File: src/rtl/uart_link.sv
// uart_link: full-duplex UART with configurable parity and a first-word fall-through RX FIFO.
module uart_link #(
  parameter int DATA_W = 8,
  parameter int CLK_DIV = 5208,
  parameter int PARITY = 0,
  parameter int FIFO_DEPTH = 16
) (
  input  logic                          clk,
  input  logic                          reset,
  input  logic                          rx,
  output logic                          tx,
  input  logic [DATA_W-1:0]             tx_data,
  input  logic                          tx_valid,
  output logic                          tx_ready,
  output logic [DATA_W-1:0]             rx_data,
  output logic                          rx_valid,
  input  logic                          rx_ready,
  output logic [$clog2(FIFO_DEPTH):0]   rx_count,
  output logic                          rx_overrun,
  output logic                          rx_frame_err,
  output logic                          rx_parity_err
);
  localparam int CW = $clog2(CLK_DIV);
  localparam int IW = $clog2(DATA_W);
  localparam int AW = $clog2(FIFO_DEPTH);
  localparam logic [CW-1:0] DIV_END = CW'(CLK_DIV - 1);
  localparam logic [CW-1:0] HALF_END = CW'(CLK_DIV / 2 - 1);
  localparam logic [IW-1:0] LAST_BIT = IW'(DATA_W - 1);
  localparam logic [AW:0] FULL_CNT = (AW+1)'(FIFO_DEPTH);
  localparam bit ODD = (PARITY == 2);
  localparam bit HAS_PAR = (PARITY != 0);

  typedef enum logic [2:0] {S_IDLE, S_START, S_DATA, S_PARITY, S_STOP} state_t;

  state_t tx_state, tx_next;
  logic [CW-1:0] tx_cnt;
  logic [IW-1:0] tx_idx;
  logic [DATA_W-1:0] tx_shift;
  logic tx_par, tx_tick;

  assign tx_tick = tx_cnt == DIV_END;
  assign tx_ready = tx_state == S_IDLE;
  assign tx = tx_state == S_START ? 1'b0 :
              tx_state == S_DATA ? tx_shift[0] :
              tx_state == S_PARITY ? tx_par : 1'b1;

  always_comb begin
    tx_next = tx_state;
    case (tx_state)
      S_IDLE:   if (tx_valid) tx_next = S_START;
      S_START:  if (tx_tick) tx_next = S_DATA;
      S_DATA:   if (tx_tick && tx_idx == LAST_BIT) tx_next = HAS_PAR ? S_PARITY : S_STOP;
      S_PARITY: if (tx_tick) tx_next = S_STOP;
      S_STOP:   if (tx_tick) tx_next = S_IDLE;
      default:  tx_next = S_IDLE;
    endcase
  end

  always_ff @(posedge clk) begin
    if (reset) begin
      tx_state <= S_IDLE;
      tx_cnt <= '0;
      tx_idx <= '0;
      tx_shift <= '0;
      tx_par <= 1'b0;
    end else begin
      tx_state <= tx_next;
      tx_cnt <= (tx_state == S_IDLE || tx_tick) ? '0 : tx_cnt + 1'b1;
      if (tx_valid && tx_ready) begin
        tx_shift <= tx_data;
        tx_idx <= '0;
        tx_par <= ^tx_data ^ ODD;
      end else if (tx_state == S_DATA && tx_tick) begin
        tx_shift <= tx_shift >> 1;
        tx_idx <= tx_idx + 1'b1;
      end
    end
  end

  state_t rx_state, rx_next;
  logic rx_s1, rx_s2, rx_prev;
  logic [CW-1:0] rx_cnt;
  logic [IW-1:0] rx_idx;
  logic [DATA_W-1:0] rx_shift;
  logic rx_par, rx_tick, stop_tick, par_bad, rx_push;

  // START times out at mid-bit; every later bit is a full period after that.
  assign rx_tick = rx_cnt == (rx_state == S_START ? HALF_END : DIV_END);
  assign stop_tick = rx_tick && rx_state == S_STOP;
  assign par_bad = HAS_PAR && (rx_par != (^rx_shift ^ ODD));

  always_comb begin
    rx_next = rx_state;
    case (rx_state)
      S_IDLE:   if (rx_prev && !rx_s2) rx_next = S_START;
      S_START:  if (rx_tick) rx_next = rx_s2 ? S_IDLE : S_DATA;
      S_DATA:   if (rx_tick && rx_idx == LAST_BIT) rx_next = HAS_PAR ? S_PARITY : S_STOP;
      S_PARITY: if (rx_tick) rx_next = S_STOP;
      S_STOP:   if (rx_tick) rx_next = S_IDLE;
      default:  rx_next = S_IDLE;
    endcase
  end

  // A low line after a framing error produces no new edge, so re-arm waits for idle high.
  always_ff @(posedge clk) begin
    if (reset) begin
      rx_s1 <= 1'b1;
      rx_s2 <= 1'b1;
      rx_prev <= 1'b1;
      rx_state <= S_IDLE;
      rx_cnt <= '0;
      rx_idx <= '0;
      rx_shift <= '0;
      rx_par <= 1'b0;
      rx_push <= 1'b0;
      rx_frame_err <= 1'b0;
      rx_parity_err <= 1'b0;
    end else begin
      rx_s1 <= rx;
      rx_s2 <= rx_s1;
      rx_prev <= rx_s2;
      rx_state <= rx_next;
      rx_cnt <= (rx_state == S_IDLE || rx_tick) ? '0 : rx_cnt + 1'b1;
      if (rx_state == S_START) rx_idx <= '0;
      else if (rx_state == S_DATA && rx_tick) begin
        rx_shift <= {rx_s2, rx_shift[DATA_W-1:1]};
        rx_idx <= rx_idx + 1'b1;
      end
      if (rx_state == S_PARITY && rx_tick) rx_par <= rx_s2;
      rx_push <= stop_tick && rx_s2 && !par_bad;
      rx_frame_err <= stop_tick && !rx_s2;
      rx_parity_err <= stop_tick && rx_s2 && par_bad;
    end
  end

  logic [DATA_W-1:0] mem [FIFO_DEPTH];
  logic [AW-1:0] wr_ptr, rd_ptr;
  logic full, pop, wr;

  assign full = rx_count == FULL_CNT;
  assign pop = rx_valid && rx_ready;
  assign wr = rx_push && (!full || pop);
  assign rx_overrun = rx_push && full && !pop;
  assign rx_valid = rx_count != '0;
  assign rx_data = mem[rd_ptr];

  always_ff @(posedge clk) begin
    if (reset) begin
      wr_ptr <= '0;
      rd_ptr <= '0;
      rx_count <= '0;
    end else begin
      if (wr) wr_ptr <= wr_ptr + 1'b1;
      if (pop) rd_ptr <= rd_ptr + 1'b1;
      rx_count <= rx_count + {{AW{1'b0}}, wr} - {{AW{1'b0}}, pop};
    end
  end

  always_ff @(posedge clk) begin
    if (wr) mem[wr_ptr] <= rx_shift;
  end
endmodule

File: config.mk
export PLATFORM = sky130hd
export DESIGN_NAME = uart_link
export DESIGN_NICKNAME = d
export VERILOG_FILES = /design/src/rtl/uart_link.sv
export SDC_FILE = /design/constraint.sdc
export NUM_CORES = 1
export LEC_CHECK = 0
export CAP_MARGIN = 10
export CORE_MARGIN = 4
export CORE_UTILIZATION = 55
export DETAILED_ROUTE_END_ITERATION = 7
export GPL_TIMING_DRIVEN = 0
export PLACE_DENSITY = 0.73
export SLEW_MARGIN = 20
export SYNTH_ARGS = -nofsm -noshare
export SYNTH_HDL_FRONTEND = slang
export SYNTH_SLANG_ARGS = --single-unit
File: constraint.sdc
create_clock -name clk -period 6.25 [get_ports clk]
set_input_delay 0.9375 -clock clk [delete_from_list [all_inputs] [get_ports clk]]
set_output_delay 0.9375 -clock clk [all_outputs]
set_load 0.01 [all_outputs]
== Word-level counts from Yosys, hierarchy flattened ==
Memories as Yosys holds them, arrays and structs flattened. A register that Yosys moved wholly into a read port is not among the register bits.
Cells that the tools add are included.
Storage, ports and cells
  register bits: 73
  memory bits (writable): 128
  output and inout port bits: 19
  word-level logic and storage cells: 104
  memories: 1
Memories
  mem: depth 16, width 8, read ports 1, clocked after Yosys merged registers in 1, wr ports 1, RTL line 136  | logic [DATA_W-1:0] mem [FIFO_DEPTH];
Operators by class
  add/sub/neg operators: 8
  eq/ne operators: 23
  muxes and demuxes: 23
  bitwise operators: 1
  reduce and logical (&&, ||, !) cells: 31
Operators by type and width (number)
  $mux 3: 10
  $pmux 3 s5: 2
  $add 13x1->13 const B: 2
  $ne 2x2->1 const B: 10
  $mux 8: 2
  $eq 13x13->1: 1
  $eq 13x13->1 const B: 1
  $logic_and 1x1->1: 13
  $mux 13: 1
  $eq 3x2->1 const B: 4
  $eq 3x3->1 const B: 4
  $reduce_and 5->1: 2
  $add 4x1->4 const B: 2
  $mux 4: 2
  $reduce_or 2->1: 4
  $reduce_xor 8->1: 1
  $add 3x1->3 const B: 2
  $eq 3x1->1 const B: 2
  $logic_not 3->1: 2
  $add 5x1->5: 1
  $eq 5x5->1 const B: 1
  $mux 1: 5
  $reduce_bool 5->1: 1
  $sub 5x1->5: 1
  6 further kinds: 10

== Depth between registers and ports, before layout ==
Gate-level depths: netlist of run 1.
  word-level depth: 6
  depth in mapped cells: 15
  depth with buffers taken out: 14

== Least setup slack after synthesis of run 1 ==
No wires, ideal clock.
  path type: in2reg
  start: input port rx_ready
  end: register rx_count[4]
  data arrival time: 2667 ps
  path slack: 3453 ps
  cell stages on the path: 12
  cell sequence: nand2b_1 > o21a_1 > inv_1 > ha_1 > inv_1 > ha_1 > inv_1 > fa_1 > nor2b_1 > o21bai_1 > a21oi_1 > nor3b_1
Between the ends
  cells in the longest elaborated chain, start to end: 5
Ends and longest elaborated chain
  from (decl): RTL line 17  | input logic rx_ready,
  $logic_and 1x1->1 (*): RTL line 141  | assign pop = rx_valid && rx_ready;
  $logic_or 1x1->1: RTL line 142  | assign wr = rx_push && (!full || pop);
  $logic_and 1x1->1: RTL line 142
  $add 5x1->5: RTL line 155  | rx_count <= rx_count + {{AW{1'b0}}, wr} - {{AW{1'b0}}, pop};
  $sub 5x1->5 (*): RTL line 155
  to (signal assigned): RTL line 155
  to (decl): RTL line 18  | output logic [$clog2(FIFO_DEPTH):0] rx_count,
Mark *: on every way between the ends. The rest lies on a longest branch, timed or not.
A chain may end at the register's enable or synchronous reset.

==> results of run 1 <==
==> synth_stat cells (3+ instances only) <==
cell type | count | area, um^2
sky130_fd_sc_hd__edfxtp_1 | 128 | 3840
sky130_fd_sc_hd__dfxtp_1 | 77 | 1540
sky130_fd_sc_hd__nor2_1 | 53 | 199
sky130_fd_sc_hd__nor3_1 | 30 | 150
sky130_fd_sc_hd__mux4_1 | 24 | 631
sky130_fd_sc_hd__xnor2_1 | 24 | 210
sky130_fd_sc_hd__nand2_1 | 23 | 86.3
sky130_fd_sc_hd__mux2i_1 | 20 | 200
sky130_fd_sc_hd__ha_1 | 17 | 213
sky130_fd_sc_hd__mux4_2 | 16 | 360
sky130_fd_sc_hd__nand3_1 | 16 | 80.1
sky130_fd_sc_hd__inv_1 | 15 | 56.3
sky130_fd_sc_hd__clkbuf_1 | 14 | 52.6
sky130_fd_sc_hd__xor2_1 | 14 | 123
sky130_fd_sc_hd__nand2b_1 | 12 | 75.1
sky130_fd_sc_hd__a211oi_1 | 9 | 67.6
sky130_fd_sc_hd__and3_1 | 9 | 56.3
sky130_fd_sc_hd__a21oi_1 | 8 | 40.0
sky130_fd_sc_hd__nand4_1 | 8 | 50.1
sky130_fd_sc_hd__or2_2 | 6 | 37.5
sky130_fd_sc_hd__buf_1 | 5 | 18.8
sky130_fd_sc_hd__nor3b_1 | 5 | 37.5
sky130_fd_sc_hd__buf_2 | 4 | 20.0
sky130_fd_sc_hd__and4_1 | 3 | 26.3
sky130_fd_sc_hd__nor2b_1 | 3 | 18.8
==> area by class of cell <==
class | count | share of cell area [%]
flip-flops and latches | 205 | 55.5
multi-input cells | 330 | 30.5
clock buffers | 27 | 5.65
repair buffers | 30 | 3.09
well taps | 188 | 2.42
plain buffers | 28 | 1.65
clock inverters | 9 | 0.657
inverters | 15 | 0.580
==> power by group <==
part | internal [mW] | leakage, nW | switching, mW | total (mW)
Combinational | 0.198 | 1.37 | 0.185 | 0.383
Clock | 0.656 | 0.300 | 0.467 | 1.12
Sequential | 1.45 | 2.12 | 0.0281 | 1.48
Total | 2.31 | 3.79 | 0.680 | 2.99
==> registers in the layout, indices dropped and copies added, names as in the netlist, 3 cells and up, named ones only <==
name and flops:
rx_state 3, tx_idx 3, tx_shift 8, rx_count 5, mem 128, wr_ptr 4, rx_idx 3, tx_cnt 13
tx_state 3, rx_shift 8, rx_cnt 13, rd_ptr 4
==> metal layers <==
layer	wire length, um	track usage [%]
met1	6780	23.8
met5	0	0
met4	186	2.89
met3	515	3.00
met2	8200	33.4
==> layout by cell type, fill, tap and decap left out, drive strengths merged, types with 17 or more instances in the layout <==
| cell type | count |
|---|---|
| mux4 | 40 |
| xnor2 | 24 |
| mux2i | 20 |
| nor3 | 30 |
| nor2 | 53 |
| ha | 17 |
| nand3 | 17 |
| edfxtp | 128 |
| nand2 | 23 |
| clkbuf | 41 |
| clkdlybuf4s50 | 30 |
| dfxtp | 77 |
==> final timing paths <==
kind	depth (start not counted)	end
worst max register to register	14	rx_count[4]$_SDFF_PP0_
worst min-delay path	1	rx_s2$_SDFF_PP1_
worst min register to register	1	rx_s2$_SDFF_PP1_
worst max-delay path	4	rx_data[7]
==> stage by stage <==
| stage | util [%] | total power [mW] |
|---|---|---|
| 3_5_place_dp | 59.8 | 1.90 |
| 4_1_cts | 63.9 | 3.02 |
| 5_1_grt | 63.9 | 3.12 |
| 2_1_floorplan | - | 1.78 |
| 3_3_place_gp | 59.7 | 1.88 |
| 6_report | 63.9 | 2.99 |
==> worst max-delay path, stage by stage, from the launching register on <==
cell                              delay (ns)
sky130_fd_sc_hd__dfxtp_1                0.46
sky130_fd_sc_hd__buf_1                  0.53
sky130_fd_sc_hd__mux4_2                 0.44
sky130_fd_sc_hd__mux4_2                 0.50
sky130_fd_sc_hd__clkdlybuf4s50_1        0.49
==> logic make-up after synthesis <==
group | share of synthesized area, %
DFF | 63.1
and+or+nand+nor | 11.5
muxes | 14.1
buffers and inverters | 2.53
xor gates and xnor gates | 3.90
AOI/OAI and AO/OA | 2.17
adders and majority gates | 2.72
other | 0.0439
==> impl_metrics.csv, run 1 <==
group,metric,value,unit
cells_and_area,flow.area_growth_from_synthesis,13.7,%
critical_path,regToRegSetupSlack,3.24,ns
cells_and_area,post_route_cells_drive_above_1_share,10.4,%
placement,post_dp_cell_area,0.00910,mm^2
pwr,powerDensity,308,mW/mm^2
min_path,hold_path_startpoint,"rx_s1$_SDFF_PP1_",
sta,setup_viol_count_final,0,
synth,post_synthesis_net_count,609,
synth,synth_seq_cells,205,
grt,grt.overflow.total,0,
grt,antenna_found_initial,0,
critical_path,cp_max_fo,10,
cells_and_area,multiInputGateArea,0.00296,mm^2
sta,setup_tns,0,ns
pwr,leakage_power_summed_over_all_cells,3.79,nW
sta,final.period_utilization,61.4,%
die,pin_count,32,
synth,synth_cells,578,
cts,post-cts-setup-buffer-count,0,
synth,synth_seq_area_share,63.1,%
cts,clock-root-buffer,"sky130_fd_sc_hd__clkbuf_16",
route,avgViaCountPerCell,5.81,
sta,finalHoldWorstSlack,0.413,ns
grt,vias_in_the_first_global_route,4932,
die,rows,45,
route,drtIter0Drc,293,
synth,syn_area_per_cell,14.8,um^2
placement,number_of_buffers_inserted_by_port_buffering,30,
route,post-route-drc-count,0,
die,die_area,0.0176,mm^2
die,die_x,133,um
sta,final.min_clock_period,3.84,ns
route,firstDrtPassIters,5,
sta,max-slew-margin-rel,38.3,%
cts,worst_setup_hold_path_clk_slew,0.06,ns
cells_and_area,stdcell_count,832,
placement,dp.cells,796,
sta,setup_ws,2.41,ns
min_path,hp-class,"reg -> reg",
sta,skew,0.00433,ns
route,wl_per_cell,18.9,um
cells_and_area,finish.net_count,662,
placement,dpl_worst_slack,2.62,ns
route,antenna_violating_nets_post_route,0,
synth,count_of_cell_types_in_the_netlist,54,
synth,async_flop_share,0,%
route,route.vias.total,4832,
grt,wire_length_of_the_first_global_routing_pass,25900,um
critical_path,critical_path_required,5.31,ns
critical_path,r2r-start,"rx_count[2]$_SDFF_PP0_",
die,initial_core_util,56.2,%
die,core-area,0.0152,mm^2
cts,htree_levels,1,
synth,yosys_most_used_dff,"sky130_fd_sc_hd__edfxtp_1",
synth,synth_edf_count,128,
cells_and_area,n_fill_cell,1099,
synth,yosys_warnings,0,
sta,rsz0062_at_grt,"no",
die,fp.dieH,133,um
cts,cts_inserted_buffers,21,
sta,maxSlewViolCount,0,
route,routed_wl,15700,um
cts,post_cts_resized,0,
sta,max_slew.worst_pin.slew,0.921,ns
cts,maximum_buffer_depth_of_the_clock_tree,3,
cts,clkSinkCount,205,
cts,tritoncts,"yes",
grt,grt_use_total,18.4,%
placement,post-dp-hpwl,10700,um
critical_path,worstSetupEndpointType,"output pin",
cells_and_area,seq_area,0.00539,mm^2
pwr,irDropWorstVdd,260,uV
critical_path,worstPathArrival,2.90,ns
placement,gpl.final_weighted_congestion,0.805,
grt,grt_start_max_net_pins,18,
cts,clkLatencyLatePin,0.48,ns
cells_and_area,antenna_diode_instance_count,0,
critical_path,kind_of_critical_path,"reg -> out",
sta,fmax,0.261,GHz
cts,cts.hold.buffers_added,0,
critical_path,crit_path_start_kind,"flip-flop",
flow_run,maxCapViolCount,0,
sta,finalHoldViolations,0,
cells_and_area,final_design_area_no_fill,0.00971,mm^2
synth,synth_area,0.00854,mm^2
outcome,outcome,"finished, final reports clean",
Power figures use the tool's default switching activity.
==> inputs of run 2 (changes only) <==
--- a/config.mk
+++ b/config.mk
@@ -10,7 +10,7 @@
 export CORE_UTILIZATION = 55
 export DETAILED_ROUTE_END_ITERATION = 7
 export GPL_TIMING_DRIVEN = 0
-export PLACE_DENSITY = 0.73
+export PLACE_DENSITY = 0.76
 export SLEW_MARGIN = 20
 export SYNTH_ARGS = -nofsm -noshare
 export SYNTH_HDL_FRONTEND = slang
==> constraint.sdc (replaced) <==
create_clock -name clk -period 3.1 [get_ports clk]
set_input_delay 0.465 -clock clk [delete_from_list [all_inputs] [get_ports clk]]
set_output_delay 0.465 -clock clk [all_outputs]
set_load 0.01 [all_outputs]
==> impl_metrics.csv, run 2 (synthesis gave the netlist of run 1 again) <==
group,metric,value,unit
outcome,outcome,"finished, final reports clean",
grt,wire_length_of_the_first_global_routing_pass,26000,um
route,route.vias.total,4811,
cts,clkLatencyLatePin,0.49,ns
pwr,powerDensity,635,mW/mm^2
cells_and_area,stdcell_count,837,
critical_path,r2r-start,"rx_count[3]$_SDFF_PP0_",
die,rows,45,
cells_and_area,most_flops_register,"mem",
sta,setup_ws,0.124,ns
sta,setup_viol_count_final,0,
min_path,worstHoldPathCells,1,
pwr,leakage_power_summed_over_all_cells,3.93,nW
min_path,hold_path_end,"rx_s2$_SDFF_PP1_",
critical_path,crit_path_start_kind,"flip-flop",
sta,final.period_utilization,96.0,%
sta,finalHoldViolations,0,
grt,vias_in_the_first_global_route,4935,
route,avgViaCountPerCell,5.75,
die,pin_count,32,
die,die_x,133,um
critical_path,reg2regPathDepth,14,
cts,clock-root-buffer,"sky130_fd_sc_hd__clkbuf_16",
die,core-area,0.0152,mm^2
pwr,irDropWorstVdd,385,uV
min_path,hp-class,"reg -> reg",
placement,post_dp_cell_area,0.00913,mm^2
sta,skew,0.00881,ns
min_path,hold_path_startpoint,"rx_s1$_SDFF_PP1_",
die,die_area,0.0176,mm^2
flow_run,maxCapViolCount,0,
critical_path,crit_path_top_delay_cell,"sky130_fd_sc_hd__mux4_1",
placement,dp.cells,800,
critical_path,cp_slowest_stage_delay,0.57,ns
route,antenna_violating_nets_post_route,0,
pwr,design_power_total,6.22,mW
critical_path,critical_path_required,2.63,ns
sta,max_slew.worst_pin.slew,0.857,ns
critical_path,path_buf_inv,3,
critical_path,worst_reg2reg_path_endpoint,"rx_count[4]$_SDFF_PP0_",
cts,clkSinkCount,205,
grt,grt_start_max_net_pins,18,
cells_and_area,biggest_regs,"mem x128, rx_cnt x13, tx_cnt x13",
critical_path,cp_max_fo,10,
critical_path,regToRegSetupSlack,0.16,ns
cts,tritoncts,"yes",
cells_and_area,flow.area_growth_from_synthesis,14.8,%
cells_and_area,finish.net_count,666,
cts,cts_inserted_buffers,21,
cells_and_area,final_design_area_no_fill,0.00981,mm^2
sta,max-slew-margin-rel,42.6,%
cells_and_area,final_core_util,64.5,%
placement,gpl.final_weighted_congestion,0.811,
cells_and_area,final_common_cell,"sky130_fd_sc_hd__edfxtp_1",
grt,grt_use_total,18.6,%
sta,rsz0062_at_grt,"no",
placement,dpl_worst_slack,-0.0356,ns
sta,final.min_clock_period,2.98,ns
critical_path,timing.critical_path.cells,"buf_6 > buf_12 > mux4_1 > mux4_2 > dlygate4sd2_1",
cells_and_area,antenna_diode_instance_count,0,
route,drtIter0Drc,229,
cells_and_area,flip_flop_count_of_the_largest_register_all_copies_and_words_added,128,
route,firstDrtPassIters,6,
die,fp.dieH,133,um
critical_path,crit_family,"multiplexers",
route,wl_per_cell,19.3,um
cells_and_area,post_route_cells_drive_above_1_share,13.3,%
sta,finalHoldWorstSlack,0.419,ns
route,post-route-drc-count,0,
sta,maxSlewViolCount,0,
die,initial_core_util,56.2,%
sta,fmax,0.336,GHz
cts,htree_levels,1,
critical_path,worstSetupEndpointType,"output pin",
grt,grt.overflow.total,0,
cts,worst_setup_hold_path_clk_slew,0.06,ns
sta,setup_tns,0,ns
grt,antenna_found_initial,0,
route,routed_wl,16100,um
placement,number_of_buffers_inserted_by_port_buffering,30,
critical_path,kind_of_critical_path,"reg -> out",
cells_and_area,mostFrequentLayoutCells,"128 x sky130_fd_sc_hd__edfxtp_1, 77 x sky130_fd_sc_hd__dfxtp_1, 53 x sky130_fd_sc_hd__nor2_1",
placement,post-dp-hpwl,10900,um
critical_path,worstPathArrival,2.51,ns
cts,maximum_buffer_depth_of_the_clock_tree,3,
run 2: changes by cell type in the layout (fill, tap and decap cells not counted), moves of 5 or more:
cell                              before  now
sky130_fd_sc_hd__dlymetal6s2s_1        0    5
sky130_fd_sc_hd__clkdlybuf4s50_1      30   22
sky130_fd_sc_hd__clkbuf_8              0    5
sky130_fd_sc_hd__clkinv_1              5    0
sky130_fd_sc_hd__mux4_1               24   18
sky130_fd_sc_hd__mux4_2               16   22
run 2: worst max path at each step:
stage | startpoint | to | cells after the start
final | flip-flop | rx_data[0] | 5
after global routing | rx_count[3]$_SDFF_PP0_ | rx_count[4]$_SDFF_PP0_ | 14
after CTS | flip-flop | rx_data[1] | 5
after detailed placement | rx_ready | rx_count[4]$_SDFF_PP0_ | 13
after global placement | rx_ready | mem[2][4]$_DFFE_PP_ | 5
after floorplan | rx_count[3]$_SDFF_PP0_ | rx_count[4]$_SDFF_PP0_ | 14
run 2: where the power goes:
part | internal [mW] | total, mW | leakage [nW] | switching [mW]
registers | 2.93 | 2.98 | 2.12 | 0.0559
logic | 0.408 | 0.777 | 1.48 | 0.369
clock network | 1.50 | 2.46 | 0.337 | 0.961
total | 4.84 | 6.22 | 3.93 | 1.39
run 2: worst reg2reg max path, cell delays in order (launching register included):
cell and delay, ns:
sky130_fd_sc_hd__dfxtp_1 0.33, sky130_fd_sc_hd__inv_1 0.09, sky130_fd_sc_hd__ha_1 0.16, sky130_fd_sc_hd__or3b_2 0.50
sky130_fd_sc_hd__o21a_2 0.28, sky130_fd_sc_hd__inv_1 0.08, sky130_fd_sc_hd__ha_1 0.22, sky130_fd_sc_hd__inv_1 0.05
sky130_fd_sc_hd__ha_1 0.15, sky130_fd_sc_hd__inv_1 0.06, sky130_fd_sc_hd__fa_1 0.39, sky130_fd_sc_hd__nor2b_1 0.19
sky130_fd_sc_hd__o21bai_1 0.10, sky130_fd_sc_hd__a21oi_1 0.15, sky130_fd_sc_hd__nor3b_1 0.06
run 2: cell type report:
class | count | area [um^2]
timing repair buffer | 34 | 339
clock buffer | 34 | 646
sequential | 205 | 5390
buffer | 28 | 169
fill | 1078 | 5390
clock inverter | 3 | 40.0
inverter | 15 | 56.3
multi-input combinational | 330 | 2940
tap | 188 | 235
run 2: repair_timing:
action | CTS | global route
endpoints found under the hold margin | 0 | 0
buffers inserted | 0 | 0
gates cloned | 0 | 0
gates resized for setup | 6 | 13
endpoints found under the setup margin | 8 | 6
hold buffers | 0 | 0
run 2: metal layers:
layer,routed length (um),share of wire [%],track usage [%],up-vias
met4,293,1.8,4.45,0
met3,752,4.7,3.12,28
li1,-,-,-,2289
met5,0,0,0,-
met1,6640,41,23.3,2381
met2,8470,52,33.8,113
==> inputs of run 3 (changes only) <==
--- a/config.mk
+++ b/config.mk
@@ -11,7 +11,7 @@
 export DETAILED_ROUTE_END_ITERATION = 7
 export GPL_TIMING_DRIVEN = 0
 export PLACE_DENSITY = 0.76
-export SLEW_MARGIN = 20
+export SLEW_MARGIN = 0
 export SYNTH_ARGS = -nofsm -noshare
 export SYNTH_HDL_FRONTEND = slang
 export SYNTH_SLANG_ARGS = --single-unit
==> impl_metrics.csv, run 3 (synthesis gave the netlist of run 1 again) <==
group,metric,value,unit
outcome,outcome,"finished, final reports clean",
grt,vias_in_the_first_global_route,4848,
die,initial_core_util,56.2,%
cts,htree_levels,1,
cts,worst_setup_hold_path_clk_slew,0.06,ns
route,avgViaCountPerCell,5.71,
die,fp.dieH,133,um
placement,post-dp-hpwl,10600,um
route,drtIter0Drc,309,
pwr,design_power_total,6.10,mW
grt,grt_use_total,18.1,%
die,die_x,133,um
placement,number_of_buffers_inserted_by_port_buffering,30,
cells_and_area,mostFrequentLayoutCells,"128 x sky130_fd_sc_hd__edfxtp_1, 77 x sky130_fd_sc_hd__dfxtp_1, 53 x sky130_fd_sc_hd__nor2_1",
route,post-route-drc-count,0,
grt,antenna_found_initial,0,
cells_and_area,post_route_cells_drive_above_1_share,12.5,%
critical_path,kind_of_critical_path,"reg -> out",
cells_and_area,stdcell_count,834,
cts,clkSinkCount,205,
pwr,powerDensity,627,mW/mm^2
sta,final.min_clock_period,3.00,ns
cells_and_area,antenna_diode_instance_count,0,
cts,clkLatencyLatePin,0.50,ns
die,pin_count,32,
sta,max_slew.worst_pin.slew,0.942,ns
sta,rsz0062_at_grt,"no",
cts,clock-root-buffer,"sky130_fd_sc_hd__clkbuf_16",
sta,finalHoldViolations,0,
cts,tritoncts,"yes",
sta,final.period_utilization,96.7,%
grt,grt.overflow.total,0,
critical_path,reg2regPathDepth,15,
sta,setup_viol_count_final,0,
cells_and_area,flip_flop_count_of_the_largest_register_all_copies_and_words_added,128,
sta,maxSlewViolCount,0,
sta,setup_tns,0,ns
sta,fmax,0.333,GHz
grt,grt_start_max_net_pins,18,
cells_and_area,final_common_cell,"sky130_fd_sc_hd__edfxtp_1",
route,firstDrtPassIters,4,
grt,wire_length_of_the_first_global_routing_pass,25500,um
pwr,irDropWorstVdd,385,uV
sta,skew,0.0186,ns
critical_path,crit_family,"multiplexers",
route,wl_per_cell,18.8,um
die,rows,45,
flow_run,maxCapViolCount,0,
route,antenna_violating_nets_post_route,0,
min_path,worstHoldPathCells,1,
route,routed_wl,15700,um
critical_path,worstPathArrival,2.53,ns
critical_path,cp_max_fo,10,
die,core-area,0.0152,mm^2
cells_and_area,biggest_regs,"mem x128, rx_cnt x13, tx_cnt x13",
pwr,leakage_power_summed_over_all_cells,3.87,nW
critical_path,cp_slowest_stage_delay,0.58,ns
placement,dp.cells,796,
cells_and_area,finish.net_count,662,
min_path,hp-class,"reg -> reg",
critical_path,path_buf_inv,3,
route,route.vias.total,4760,
cts,cts_inserted_buffers,21,
die,die_area,0.0176,mm^2
critical_path,critical_path_required,2.63,ns
critical_path,crit_path_start_kind,"flip-flop",
critical_path,crit_path_top_delay_cell,"sky130_fd_sc_hd__mux4_1",
placement,gpl.final_weighted_congestion,0.811,
critical_path,timing.critical_path.cells,"buf_6 > buf_8 > mux4_1 > mux4_2 > dlygate4sd2_1",
cts,maximum_buffer_depth_of_the_clock_tree,3,
critical_path,critical_path_depth,5,
sta,max-slew-margin-rel,36.9,%
cells_and_area,flow.area_growth_from_synthesis,13.9,%
cells_and_area,most_flops_register,"mem",
critical_path,worstSetupEndpointType,"output pin",
==> run 3: worst reg2reg max path, delay by kind of cell (launching register included) <==
kind,cells,cell delay (ns)
fa+ha+maj,4,0.98
flops,1,0.33
buf+inv,5,0.42
compound gates,2,0.24
simple gates,4,0.76
==> run 3: final cells by class <==
class	instances	area (um^2)
buffer	28	164
clock buffer	29	566
clock inverter	9	71.3
fill	1092	5470
inverter	15	56.3
multi-input combinational	330	2950
sequential	205	5390
tap	188	235
timing repair buffer	30	305
==> run 3: per-layer routing <==
metal	part of all wire (%)	vias up	GRT usage, %	routed length, um
met5	0	-	0	0
li1	-	2282	-	-
met3	4.9	25	3.27	761
met4	1.7	0	4.04	260
met1	42	2343	23.5	6630
met2	51	110	32.0	8030
==> run 3: repair_timing <==
| action | in CTS | in global routing |
|---|---|---|
| buffers inserted | 0 | 0 |
| setup endpoints to repair | 8 | 6 |
| gates resized for setup | 8 | 14 |
| hold buffers | 0 | 0 |
==> run 3: report_power, final <==
part / total, mW / internal [mW] / switching [mW] / leakage [nW]
Combinational: 0.781 / 0.412 / 0.369 / 1.44
Clock: 2.33 / 1.36 / 0.975 / 0.307
Sequential: 2.98 / 2.93 / 0.0564 / 2.12
==> run 3: worst paths after layout <==
check	start	to	slack, ns
min	rx_s1$_SDFF_PP1_	rx_s2$_SDFF_PP1_	0.41
max reg2reg	rx_count[3]$_SDFF_PP0_	rx_count[4]$_SDFF_PP0_	0.25
min reg2reg	rx_s1$_SDFF_PP1_	rx_s2$_SDFF_PP1_	0.41
max	flip-flop	rx_data[0]	0.10
==> run 3: stage by stage <==
stage / hold slack, ns / setup WS, ns / instance area (um^2) / utilization [%]
2_1_floorplan: 0.389 / 0.361 / 8540 / -
3_3_place_gp: 0.394 / -0.160 / 9080 / 59.7
3_5_place_dp: 0.397 / -0.0296 / 9100 / 59.8
4_1_cts: 0.410 / -0.106 / 9730 / 64.0
5_1_grt: 0.425 / 0.00254 / 9730 / 64.0
6_report: 0.407 / 0.101 / 9730 / 64.0
